--- src/rtl/code_pkg.sv ---
// code_pkg: shared FSM states, mode constants and code-index width helper
package code_pkg;
    typedef enum logic [1:0] {IDLE, RUN, HOLD} state_t;
    localparam logic [1:0] MODE_SINGLE = 2'b00;
    localparam logic [1:0] MODE_CYCLE  = 2'b01;
    localparam logic [1:0] MODE_INV    = 2'b10;
    function automatic int idx_w(input int n);
        return (n > 1) ? $clog2(n) : 1;
    endfunction
endpackage

--- src/rtl/code_sequencer_chip_timer.sv ---
// chip_timer: counts clk cycles within one code bit and ticks on the last one
module chip_timer #(
    parameter int NB_REG = 32
) (
    input  logic              clk,
    input  logic              rst,
    input  logic              clear,
    input  logic              enable,
    input  logic [NB_REG-1:0] width,
    output logic              tick
);
    logic [NB_REG-1:0] cnt;
    assign tick = enable && cnt == width - NB_REG'(1);
    always_ff @(posedge clk) begin
        if (rst || clear) cnt <= '0;
        else if (enable) cnt <= tick ? '0 : cnt + NB_REG'(1);
    end
endmodule

--- src/rtl/code_sequencer.sv ---
// code_sequencer: transmits a stored code word chip by chip on each sinc window
module code_sequencer
    import code_pkg::*;
#(
    parameter int NB_REG  = 32,
    parameter int NB_CODE = 64,
    parameter int N_CODES = 2
) (
    input  logic                         clk,
    input  logic                         rst,
    input  logic                         sinc,
    input  logic [1:0]                   modo,
    input  logic [NB_REG-1:0]            num_dig,
    input  logic [NB_REG-1:0]            tiempo_b,
    input  logic [N_CODES*NB_CODE-1:0]   codigos,
    output logic                         out,
    output logic                         out_valid,
    output logic                         busy,
    output logic                         done,
    output logic                         err,
    output logic [idx_w(N_CODES)-1:0]    code_idx
);
    localparam int IW = idx_w(N_CODES);
    localparam int BW = $clog2(NB_CODE + 1);
    state_t state, state_n;
    logic sinc_r, start, valid, tick, last, inv_sh, cyc_sh;
    logic [NB_CODE-1:0] word_sh;
    logic [NB_CODE-1:0] bank [N_CODES];
    logic [NB_REG-1:0] tb_sh;
    logic [BW-1:0] bit_cnt, last_sh;
    logic [IW-1:0] sel;
    for (genvar g = 0; g < N_CODES; g++) begin : g_bank
        assign bank[g] = codigos[g*NB_CODE +: NB_CODE];
    end
    assign start = sinc && !sinc_r;
    assign valid = num_dig != '0 && num_dig <= NB_REG'(NB_CODE) && tiempo_b != '0;
    assign last  = bit_cnt == last_sh;
    assign sel   = modo == MODE_CYCLE ? code_idx : '0;
    chip_timer #(.NB_REG(NB_REG)) u_timer (
        .clk    (clk),
        .rst    (rst),
        .clear  (state != RUN),
        .enable (state == RUN),
        .width  (tb_sh),
        .tick   (tick)
    );
    always_ff @(posedge clk) begin
        state <= rst ? IDLE : state_n;
    end
    always_comb begin
        state_n   = state;
        out       = 1'b0;
        out_valid = 1'b0;
        busy      = 1'b0;
        if (state == IDLE) state_n = start ? (valid ? RUN : HOLD) : IDLE;
        if (state == HOLD) state_n = sinc ? HOLD : IDLE;
        if (state == RUN) begin
            state_n   = !sinc ? IDLE : (tick && last) ? HOLD : RUN;
            out       = word_sh[0] ^ inv_sh;
            out_valid = 1'b1;
            busy      = 1'b1;
        end
    end
    // shadow registers freeze the configuration for the whole pulse
    always_ff @(posedge clk) begin
        if (rst) begin
            sinc_r   <= 1'b0;
            done     <= 1'b0;
            err      <= 1'b0;
            code_idx <= '0;
            word_sh  <= '0;
            tb_sh    <= '0;
            last_sh  <= '0;
            bit_cnt  <= '0;
            inv_sh   <= 1'b0;
            cyc_sh   <= 1'b0;
        end else begin
            sinc_r <= sinc;
            done   <= state == RUN && sinc && tick && last;
            err    <= state == IDLE && start && !valid;
            if (state == IDLE && start && valid) begin
                word_sh <= bank[sel];
                tb_sh   <= tiempo_b;
                last_sh <= BW'(num_dig - NB_REG'(1));
                bit_cnt <= '0;
                inv_sh  <= modo == MODE_INV;
                cyc_sh  <= modo == MODE_CYCLE;
                if (modo != MODE_CYCLE) code_idx <= '0;
            end else if (state == RUN && tick) begin
                word_sh <= word_sh >> 1;
                bit_cnt <= bit_cnt + BW'(1);
            end
            if (state == RUN && sinc && tick && last && cyc_sh)
                code_idx <= code_idx == IW'(N_CODES - 1) ? '0 : code_idx + IW'(1);
        end
    end
endmodule

--- config.mk ---
export PLATFORM = sky130hd
export DESIGN_NAME = code_sequencer
export DESIGN_NICKNAME = d
export VERILOG_FILES = /design/src/rtl/code_pkg.sv /design/src/rtl/code_sequencer_chip_timer.sv /design/src/rtl/code_sequencer.sv
export SDC_FILE = /design/constraint.sdc
export NUM_CORES = 1
export LEC_CHECK = 0
export CORE_MARGIN = 4
export CORE_UTILIZATION = 50
export DETAILED_ROUTE_END_ITERATION = 6
export DONT_BUFFER_PORTS = 1
export PLACE_DENSITY_LB_ADDON = 0.3
export SLEW_MARGIN = 10
export SYNTH_ARGS = -nofsm -noshare
export SYNTH_HDL_FRONTEND = slang
export SYNTH_SLANG_ARGS = --single-unit
--- constraint.sdc ---
create_clock -name clk -period 4.8 [get_ports clk]
set_input_delay 0.48 -clock clk [delete_from_list [all_inputs] [get_ports clk]]
set_output_delay 0.48 -clock clk [all_outputs]
set_load 0.05 [all_outputs]
==> impl_metrics.toml, run 1 <==
[run_status]
status = "complete, no violations"

[final_layout]
diodes = 0
final_cell_mix = "dfxtp_1, nor2_1, nand2_1"
area_delta_synth_final_pct = 6.459
final_area_sq_mm = 0.009198
fillers = 1535
final_util = 0.5488
drive_gt1_frac = 0.1185
nNetsFinal = 1168
final_common_cell = "dfxtp_1"

[die]
initial_utilization = 0.5155
die_w_um = 139.5
num_rows = 47
ioPinCount = 203
core_area_sq_mm = 0.01676
die_height_um = 139.5
die_area_sq_mm = 0.01945

[clock_tree]
cts_resized = 0
h-tree-depth = 4
cts_root_buffer = "clkbuf_16"
clock_latency_ns = 0.43
clk_pin_slew_ns = 0.06
cts_sinks = 150
hold_buffers = 0
post_cts_buffers = 0
cts_tree = "done"
cts_buffers = 17
cts_buffer_depth = 2

[placed_design]
gp_congestion = 0.8882
placed_area_sq_mm = 0.008620
hpwl_mm = 14.37
preCtsSetupSlack_ns = 0.9683
io_buffer_count = 0

[critical_path]
cp.buffers_inverters = 1
crit_chain = "or4_4, nor4_4, and4_1, mux2i_1, or4b_4, nor4_4, buf_12, mux2i_1, a211oi_1"
crit_path_end_kind = "flop"
worstSetupPathType = "reg2reg"
slowest_stage = "or4_4"
cp_top_family = "simple AND/OR/NAND/NOR gates"
slowest_delay_ns = 0.56
critPathMaxFanout = 71
required_ns = 5.13
critPathArrivalTime_ns = 4.21
startpoint_type = "flop"

[timing]
fin_setup_tns_ns = 0
period_share = 0.8085
finalWorstSetupSlack_ns = 0.9192
setup_violations = 0
clock.fmax_mhz = 257.7
rsz0062_at_grt = "no"
fin_skew_ns = 0.01106
fin_crit_ns = 3.881
final_hold_viol_count = 0
tightest_slew_ns = 1.003
maxSlewViolCount = 0
slew-limit-headroom = 0.3287

[drt]
viasPerCell = 5.771
top_layer = "met4"
antenna_left = 0
wire_per_inst_um = 16.65
drt_iter0_drc = 359
dr_wl_met2_mm = 9.755
dr_wl_met3_um = 994
drc = 0
drt-met1-wl_mm = 8.767
drt_first_pass_iters = 5
finalWirelength_mm = 19.97
vias = 6920

[yosys]
synth_top_area_frac = 0.3476
synth_area_leader_cell = "dfxtp_1"
syn_nets = 1210
synthesis.instances = 1008
ys_seq_elements = 150
postSynthAreaPerCell_sq_um = 8.571
synthesis.area_sq_mm = 0.008640
synth_flop_cell = "dfxtp_1"
seq_area_frac_synth = 0.3476
synth_cell_types = 64
synth_warnings = 0
synth_edf_count = 0
async_flop_share = 0
synth.area.top_cells = "dfxtp_1, mux2_2, mux2i_1"

[grt]
grt_pass1_wl_mm = 33.55
grtUsageTotal = 0.2059
antenna_found_initial = 0
grt_max_degree = 147
overflow = 0
grt_pass1_vias = 6872

[pwr]
pwr-share-clk = 0.501
sw_frac_of_total = 0.2234
combPwrFrac = 0.018
power.density_mw_per_mm2 = 282.4
switchingPower_w = 0.0005803
seqPwrFrac = 0.481
peakVddDrop_mv = 0.2360
p_leak_nw = 3.010
cell_internal_pwr_w = 0.002017
power_w = 0.002598

[run]
cap_violations = 0

[hold_path]
min_path_type = "in2reg"
[worst register-to-register path: cells and delay by family (launching register included)]
| kind | cells | cell delay [ns] |
|---|---|---|
| flops | 1 | 0.39 |
| simple gates | 5 | 2.23 |
| buf+inv | 1 | 0.41 |
| compound gates | 1 | 0.28 |
| mux | 2 | 0.49 |
[cell families (layout without fill, tap and decap cells)]
family / after synthesis / in the layout / share of synthesized area
and+or+nand+nor: 399 / 399 / 0.2242
AOI/OAI and AO/OA: 155 / 155 / 0.1202
DFF: 150 / 150 / 0.3476
muxes: 133 / 133 / 0.1634
xor gates and xnor gates: 85 / 85 / 0.08617
buffers and inverters: 81 / 52 / 0.05127
adders and majority gates: 5 / 5 / 0.007241
[routing by layer]
metal,up-vias,global-route usage
li1,3504,-
met1,3203,0.2608
met2,180,0.3486
met3,33,0.04666
met4,0,0.06591
met5,-,0
[stage by stage]
step                hold slack (ns)  std cells
finish                       0.1289       1199
global route                 0.1086       1199
CTS                          0.1077       1199
detailed placement           0.4471       1167
global placement             0.4341       1167
floorplan                    0.4319       1008
[Yosys cell counts, drive strengths merged (18+ instances only)]
| cell | number |
|---|---|
| a211oi | 73 |
| a21oi | 48 |
| clkbuf | 50 |
| dfxtp | 150 |
| mux2 | 64 |
| mux2i | 69 |
| nand2 | 110 |
| nand3 | 27 |
| nand4 | 18 |
| nor2 | 137 |
| nor3 | 18 |
| nor4 | 26 |
| xnor2 | 41 |
| xor2 | 44 |
[power groups by stage]
stage / Combinational [W] / Clock [W] / Sequential, W
final: 0.0000467 / 0.00130 / 0.00125
after global routing: 0.0000525 / 0.00138 / 0.00125
after CTS: 0.0000472 / 0.00134 / 0.00125
after detailed placement: 0.0000464 / 0 / 0.00128
after global placement: 0.0000463 / 0 / 0.00128
after floorplan: 0.0000512 / 0 / 0.00128
[registers in the layout (all words and copies together) (netlist names), 2 cells and up]
name	flops
bit_cnt	7
last_sh	7
state	2
word_sh	64
u_timer.cnt	32
tb_sh	32
[layout make-up]
| type | count | area, sq um | share of cell area |
|---|---|---|---|
| Sequential cell | 150 | 3003 | 0.3265 |
| Timing Repair Buffer | 6 | 70.07 | 0.007618 |
| Multi-Input combinational cell | 777 | 5219 | 0.5674 |
| Inverter | 14 | 52.55 | 0.005714 |
| Tap cell | 220 | 275.3 | 0.02993 |
| Clock buffer | 19 | 442.9 | 0.04816 |
| Clock inverter | 13 | 135.1 | 0.01469 |
[final timing paths]
path,end,slack [ns],startpoint,cells after the start
setup / recovery,word_sh[16]$_SDFFE_PP0P_,0.92,tb_sh[11]$_SDFFE_PP0P_,9
hold / removal,tb_sh[1]$_SDFFE_PP0P_,0.13,rst,1
setup reg to reg,word_sh[16]$_SDFFE_PP0P_,0.92,tb_sh[11]$_SDFFE_PP0P_,9
hold reg to reg,cyc_sh$_SDFFE_PP0P_,0.46,cyc_sh$_SDFFE_PP0P_,2
Power figures use the tool's default switching activity.
==> run 2: changes to the inputs <==
--- a/config.mk
+++ b/config.mk
@@ -5,6 +5,7 @@
 export SDC_FILE = /design/constraint.sdc
 export NUM_CORES = 1
 export LEC_CHECK = 0
+export ABC_AREA = 1
 export CORE_MARGIN = 4
 export CORE_UTILIZATION = 50
 export DETAILED_ROUTE_END_ITERATION = 6
==> constraint.sdc (replaced) <==
create_clock -name clk -period 3.7 [get_ports clk]
set_input_delay 0.37 -clock clk [delete_from_list [all_inputs] [get_ports clk]]
set_output_delay 0.37 -clock clk [all_outputs]
set_load 0.05 [all_outputs]
==> impl_metrics.toml, run 2 <==
[timing]
fin_skew_ns = 0.01174
final_hold_viol_count = 0
maxSlewViolCount = 0
period_share = 0.7938
slew-limit-headroom = 0.4959
fin_setup_tns_ns = 0
setup_violations = 0
tightest_slew_ns = 0.7562
rsz0062_at_grt = "no"
clock.fmax_mhz = 340.5
fin_crit_ns = 2.937

[final_layout]
final_cell_mix = "nand2_1, nor2_1, dfxtp_1"
diodes = 0
top_register = "word_sh"
largest_register_ffs = 64
area_delta_synth_final_pct = 7.880
final_common_cell = "nand2_1"
drive_gt1_frac = 0.09734
nNetsFinal = 1620
reg_top3 = "word_sh (64), tb_sh (32), u_timer.cnt (32)"

[grt]
overflow = 0
antenna_found_initial = 0
grt_max_degree = 65
grtUsageTotal = 0.2332
grt_pass1_vias = 8139
grt_pass1_wl_mm = 39.01

[die]
ioPinCount = 203
die_height_um = 144.3
die_area_sq_mm = 0.02082
initial_utilization = 0.5119
core_area_sq_mm = 0.01815
die_w_um = 144.3
num_rows = 49

[pwr]
p_leak_nw = 4.651
combPwrFrac = 0.027
power_w = 0.003320
switchingPower_w = 0.0007264
power.density_mw_per_mm2 = 331.3
sw_frac_of_total = 0.2188
peakVddDrop_mv = 0.2970
cell_internal_pwr_w = 0.002593
pwr-share-clk = 0.485
seqPwrFrac = 0.488

[yosys]
synth_flop_cell = "dfxtp_1"
synthTopCellsByCount = "nand2_1, nor2_1, dfxtp_1"
synth_area_leader_cell = "dfxtp_1"
yosysMostFrequentCell = "nand2_1"
synth_warnings = 0
synth_edf_count = 0
ys_seq_elements = 150
synth.area.top_cells = "dfxtp_1, nand2_1, nor2_1"
async_flop_share = 0
synthesis.area_sq_mm = 0.009289
seq_area_frac_synth = 0.3233
postSynthAreaPerCell_sq_um = 6.446
synth_cell_types = 38
synth_top_area_frac = 0.3233
syn_nets = 1643
synthesis.instances = 1441

[critical_path]
startpoint_type = "flop"
critPathArrivalTime_ns = 3.29
ff2ff_path_depth = 17
worstSetupPathType = "reg2reg"
critPathMaxFanout = 63
required_ns = 4.05
crit_path_end_kind = "flop"

[drt]
finalWirelength_mm = 24.81
antenna_left = 0
drt_iter0_drc = 685
drt_first_pass_iters = 5
viasPerCell = 5.320
drc = 0
wire_per_inst_um = 14.97
vias = 8815

[clock_tree]
clock_latency_ns = 0.42
cts_buffer_depth = 2
cts_buffers = 17
cts_sinks = 150
clk_pin_slew_ns = 0.06
cts_root_buffer = "clkbuf_16"
cts_tree = "done"
post_cts_buffers = 0
h-tree-depth = 4

[placed_design]
io_buffer_count = 0
gp_congestion = 0.9363
hpwl_mm = 18.64

[run_status]
status = "complete, no violations"

[run]
cap_violations = 0

[hold_path]
min_path_type = "in2reg"
min_path_cells = 1
## run 2: through the flow
| stage | util | area (sq um) | setup WS (ns) | instances | hold slack [ns] |
|---|---|---|---|---|---|
| floorplan | - | 9289 | 1.505 | 1441 | 0.4364 |
| global placement | 0.5212 | 9458 | 0.7113 | 1626 | 0.4408 |
| detailed placement | 0.5212 | 9458 | 0.7579 | 1626 | 0.4433 |
| CTS | 0.5511 | 10000 | 0.7650 | 1655 | 0.0003190 |
| global route | 0.5522 | 10020 | 0.4934 | 1657 | 0.002338 |
| finish | 0.5522 | 10020 | 0.7628 | 1657 | 0.02101 |
## run 2: worst paths after layout
check	startpoint	to	slack, ns
setup / recovery	tb_sh[0]$_SDFFE_PP0P_	word_sh[28]$_SDFFE_PP0P_	0.76
hold / removal	rst	cyc_sh$_SDFFE_PP0P_	0.02
hold reg to reg	word_sh[63]$_SDFFE_PP0P_	word_sh[63]$_SDFFE_PP0P_	0.47
setup reg to reg	tb_sh[0]$_SDFFE_PP0P_	word_sh[28]$_SDFFE_PP0P_	0.76
## run 2: layout make-up
cell class                 instances  area [sq um]
clock buffer                      18         439.2
clock inverter                    11         103.9
fill                            1791          8127
inverter                          95         359.1
multi-input combinational       1137          5684
sequential                       150          3003
tap                              229         286.5
timing repair buffer              17         145.1
## run 2: what timing repair did
| action | 4_1_cts | 5_1_grt |
|---|---|---|
| hold buffers | 0 | 2 |
| gates resized for setup | 0 | 0 |
| endpoints found under the hold margin | 0 | 5 |
## run 2: critical path, stage by stage, from the launching register on
cell     delay [ns]
dfxtp_1        0.32
inv_1          0.12
ha_1           0.27
nand2_2        0.13
nor2_4         0.19
nand2_1        0.15
nor2_1         0.13
nand2_1        0.05
nand2_1        0.08
nand2_1        0.11
inv_1          0.07
nand2_1        0.05
nor2_2         0.13
nand3_4        0.16
nand2_2        0.11
buf_4          0.45
o21ai_0        0.19
nor2_1         0.14
## run 2: power by group through the flow
| stage | sequential (W) | combinational, W | clock, W |
|---|---|---|---|
| final | 0.00162 | 0.0000899 | 0.00161 |
| after detailed placement | 0.00166 | 0.0000861 | 0 |
| after global placement | 0.00166 | 0.0000858 | 0 |
| after floorplan | 0.00166 | 0.0000712 | 0 |
| after global routing | 0.00162 | 0.0000990 | 0.00170 |
| after CTS | 0.00162 | 0.0000871 | 0.00164 |
## run 2: routing by layer
layer  part of all wire  up-vias  GRT usage
li1                   -     4579          -
met1               0.43     3931     0.2915
met3              0.061       36    0.05754
met5                  0        -          0
met4              0.023        0    0.07364
met2               0.49      269     0.3962
## run 2: logic make-up (layout without fill, tap and decap cells)
group / count (synthesis) / count (layout) / share of synthesized area
AO/OA/AOI/OAI: 155 / 155 / 0.08688
XOR/XNOR: 59 / 59 / 0.05563
adder cells (fa/ha/maj): 5 / 5 / 0.006735
buffers and inverters: 154 / 141 / 0.06587
flip-flops: 150 / 150 / 0.3233
multiplexers: 64 / 64 / 0.07759
AND/OR/NAND/NOR: 854 / 854 / 0.3840
==> run 3: changes to the inputs <==
==> constraint.sdc (replaced) <==
create_clock -name clk -period 2.7 [get_ports clk]
set_input_delay 0.27 -clock clk [delete_from_list [all_inputs] [get_ports clk]]
set_output_delay 0.27 -clock clk [all_outputs]
set_load 0.05 [all_outputs]
==> impl_metrics.toml, run 3 (synthesized netlist as in run 2, its figures left out) <==
[run_status]
status = "complete, no violations"

[final_layout]
fillers = 1702
area_delta_synth_final_pct = 14.18
top_register = "word_sh"
fin_cells = 1698
drive_gt1_frac = 0.1164
reg_top3 = "word_sh (64), tb_sh (32), u_timer.cnt (32)"
final_common_cell = "nand2_1"
final_cell_mix = "nand2_1, nor2_1, dfxtp_1"
largest_register_ffs = 64
nNetsFinal = 1659
diodes = 0

[clock_tree]
cts_tree = "done"
cts_sinks = 150
clock_latency_ns = 0.43
cts_buffer_depth = 2
cts_buffers = 17
cts_root_buffer = "clkbuf_16"
h-tree-depth = 4
clk_pin_slew_ns = 0.06

[critical_path]
cp.buffers_inverters = 2
worstReg2RegEnd = "word_sh[25]$_SDFFE_PP0P_"
startpoint_type = "flop"
ff2ff_path_depth = 13
crit_path_end_kind = "flop"
reg2reg_slack_ns = 0.22
required_ns = 3.05
slowest_delay_ns = 0.43
slowest_stage = "nor2_4"
cp_top_family = "simple AND/OR/NAND/NOR gates"
crit_chain = "inv_1, ha_2, nand3_2, nor2_4, xor2_1, nor2_1, nand3_1, nor2_2, nand3_4, inv_4, nor2_4, nor2_1, nor2_1"
critPathArrivalTime_ns = 2.83
worstSetupPathType = "reg2reg"
timing.rr.start = "tb_sh[0]$_SDFFE_PP0P_"
cp_common_cell = "nor2_1"
critPathMaxFanout = 16

[drt]
viasPerCell = 5.453
finalWirelength_mm = 26.77
vias = 9260
wire_per_inst_um = 15.76
drt_iter0_drc = 630
drc = 0
antenna_left = 0
drt_first_pass_iters = 6

[timing]
period_share = 0.9194
slew-limit-headroom = 0.4893
fin_crit_ns = 2.482
fin_skew_ns = 0.01172
tightest_slew_ns = 0.7642
final_hold_viol_count = 0
setup_violations = 0
clock.fmax_mhz = 402.8
maxSlewViolCount = 0
rsz0062_at_grt = "yes"

[pwr]
p_leak_nw = 4.902
peakVddDrop_mv = 0.4497
combPwrFrac = 0.031
pwr-share-clk = 0.527
switchingPower_w = 0.001034
seqPwrFrac = 0.442
sw_frac_of_total = 0.2060
power_w = 0.005022
power.density_mw_per_mm2 = 473.5
cell_internal_pwr_w = 0.003988

[hold_path]
min_to = "sinc_r$_SDFF_PP0_"
hold_start = "sinc"
min_path_cells = 2
min_path_type = "in2reg"

[die]
die_w_um = 144.3
initial_utilization = 0.5119
die_height_um = 144.3
die_area_sq_mm = 0.02082
num_rows = 49
core_area_sq_mm = 0.01815
ioPinCount = 203

[grt]
antenna_found_initial = 0
grt_max_degree = 68
grt_pass1_vias = 8871
overflow = 0
grt_pass1_wl_mm = 42.51
grtUsageTotal = 0.2530

[placed_design]
gp_congestion = 0.9888
io_buffer_count = 0
post-place-cells = 1635
hpwl_mm = 18.56

[run]
cap_violations = 0
run 3: worst register-to-register path: stages (launching register included):
cell and delay (ns):
dfxtp_1 0.32, inv_1 0.12, ha_2 0.23, nand3_2 0.13, nor2_4 0.21, xor2_1 0.25
nor2_1 0.11, nand3_1 0.11, nor2_2 0.06, nand3_4 0.12, inv_4 0.10, nor2_4 0.43
nor2_1 0.10, nor2_1 0.13
run 3: area by class of cell:
class | instances | area (sq um) | area share
inverter | 95 | 359.1 | 0.03386
clock buffer | 20 | 456.7 | 0.04306
timing repair buffer | 53 | 538.0 | 0.05073
clock inverter | 11 | 197.7 | 0.01864
sequential | 150 | 3004 | 0.2832
tap | 229 | 286.5 | 0.02701
multi-input combinational | 1140 | 5764 | 0.5435
run 3: what timing repair did:
item                                    4_1_cts  5_1_grt
pin swaps                                     2        5
setup buffers                                 0        4
hold buffers                                 24        0
endpoints found under the setup margin       64      101
gates cloned                                  1        3
gates resized for setup                       0       18
endpoints found under the hold margin        33        0
run 3: worst max-delay path by stage:
stage,from,endpoint,slack (ns),cells after the start
2_1_floorplan,tb_sh[0]$_SDFFE_PP0P_,word_sh[10]$_SDFFE_PP0P_,0.51,16
3_3_place_gp,tb_sh[0]$_SDFFE_PP0P_,word_sh[63]$_SDFFE_PP0P_,0.02,13
3_5_place_dp,tb_sh[0]$_SDFFE_PP0P_,word_sh[63]$_SDFFE_PP0P_,-0.07,13
4_1_cts,tb_sh[0]$_SDFFE_PP0P_,word_sh[48]$_SDFFE_PP0P_,0.008,13
5_1_grt,tb_sh[0]$_SDFFE_PP0P_,word_sh[53]$_SDFFE_PP0P_,-0.02,16
6_report,tb_sh[0]$_SDFFE_PP0P_,word_sh[25]$_SDFFE_PP0P_,0.22,13
run 3: per-layer routing:
layer,track usage,vias up,wire length [um]
li1,-,4656,-
met1,0.3114,4204,11230
met2,0.4260,330,12950
met3,0.05886,70,1554
met4,0.1041,0,1029
met5,0,-,0
run 3: through the flow:
| stage | hold slack (ns) | TNS, ns | setup slack, ns | area, sq um | utilization |
|---|---|---|---|---|---|
| floorplan | 0.3600 | 0 | 0.5096 | 9289 | - |
| global placement | 0.3410 | 0 | 0.02147 | 9575 | 0.5276 |
| detailed placement | 0.3433 | -0.8596 | -0.07086 | 9575 | 0.5276 |
| CTS | 0.001305 | 0 | 0.007784 | 10480 | 0.5776 |
| global route | 0.03326 | -0.01696 | -0.01538 | 10610 | 0.5845 |
| finish | 0.02022 | 0 | 0.2176 | 10610 | 0.5845 |
run 3: power by group through the flow:
stage / clock network, W / logic [W] / registers [W]
after floorplan: 0 / 0.0000976 / 0.00227
after global placement: 0 / 0.000121 / 0.00227
after detailed placement: 0 / 0.000121 / 0.00227
after CTS: 0.00268 / 0.000154 / 0.00222
after global routing: 0.00275 / 0.000170 / 0.00222
final: 0.00265 / 0.000154 / 0.00222
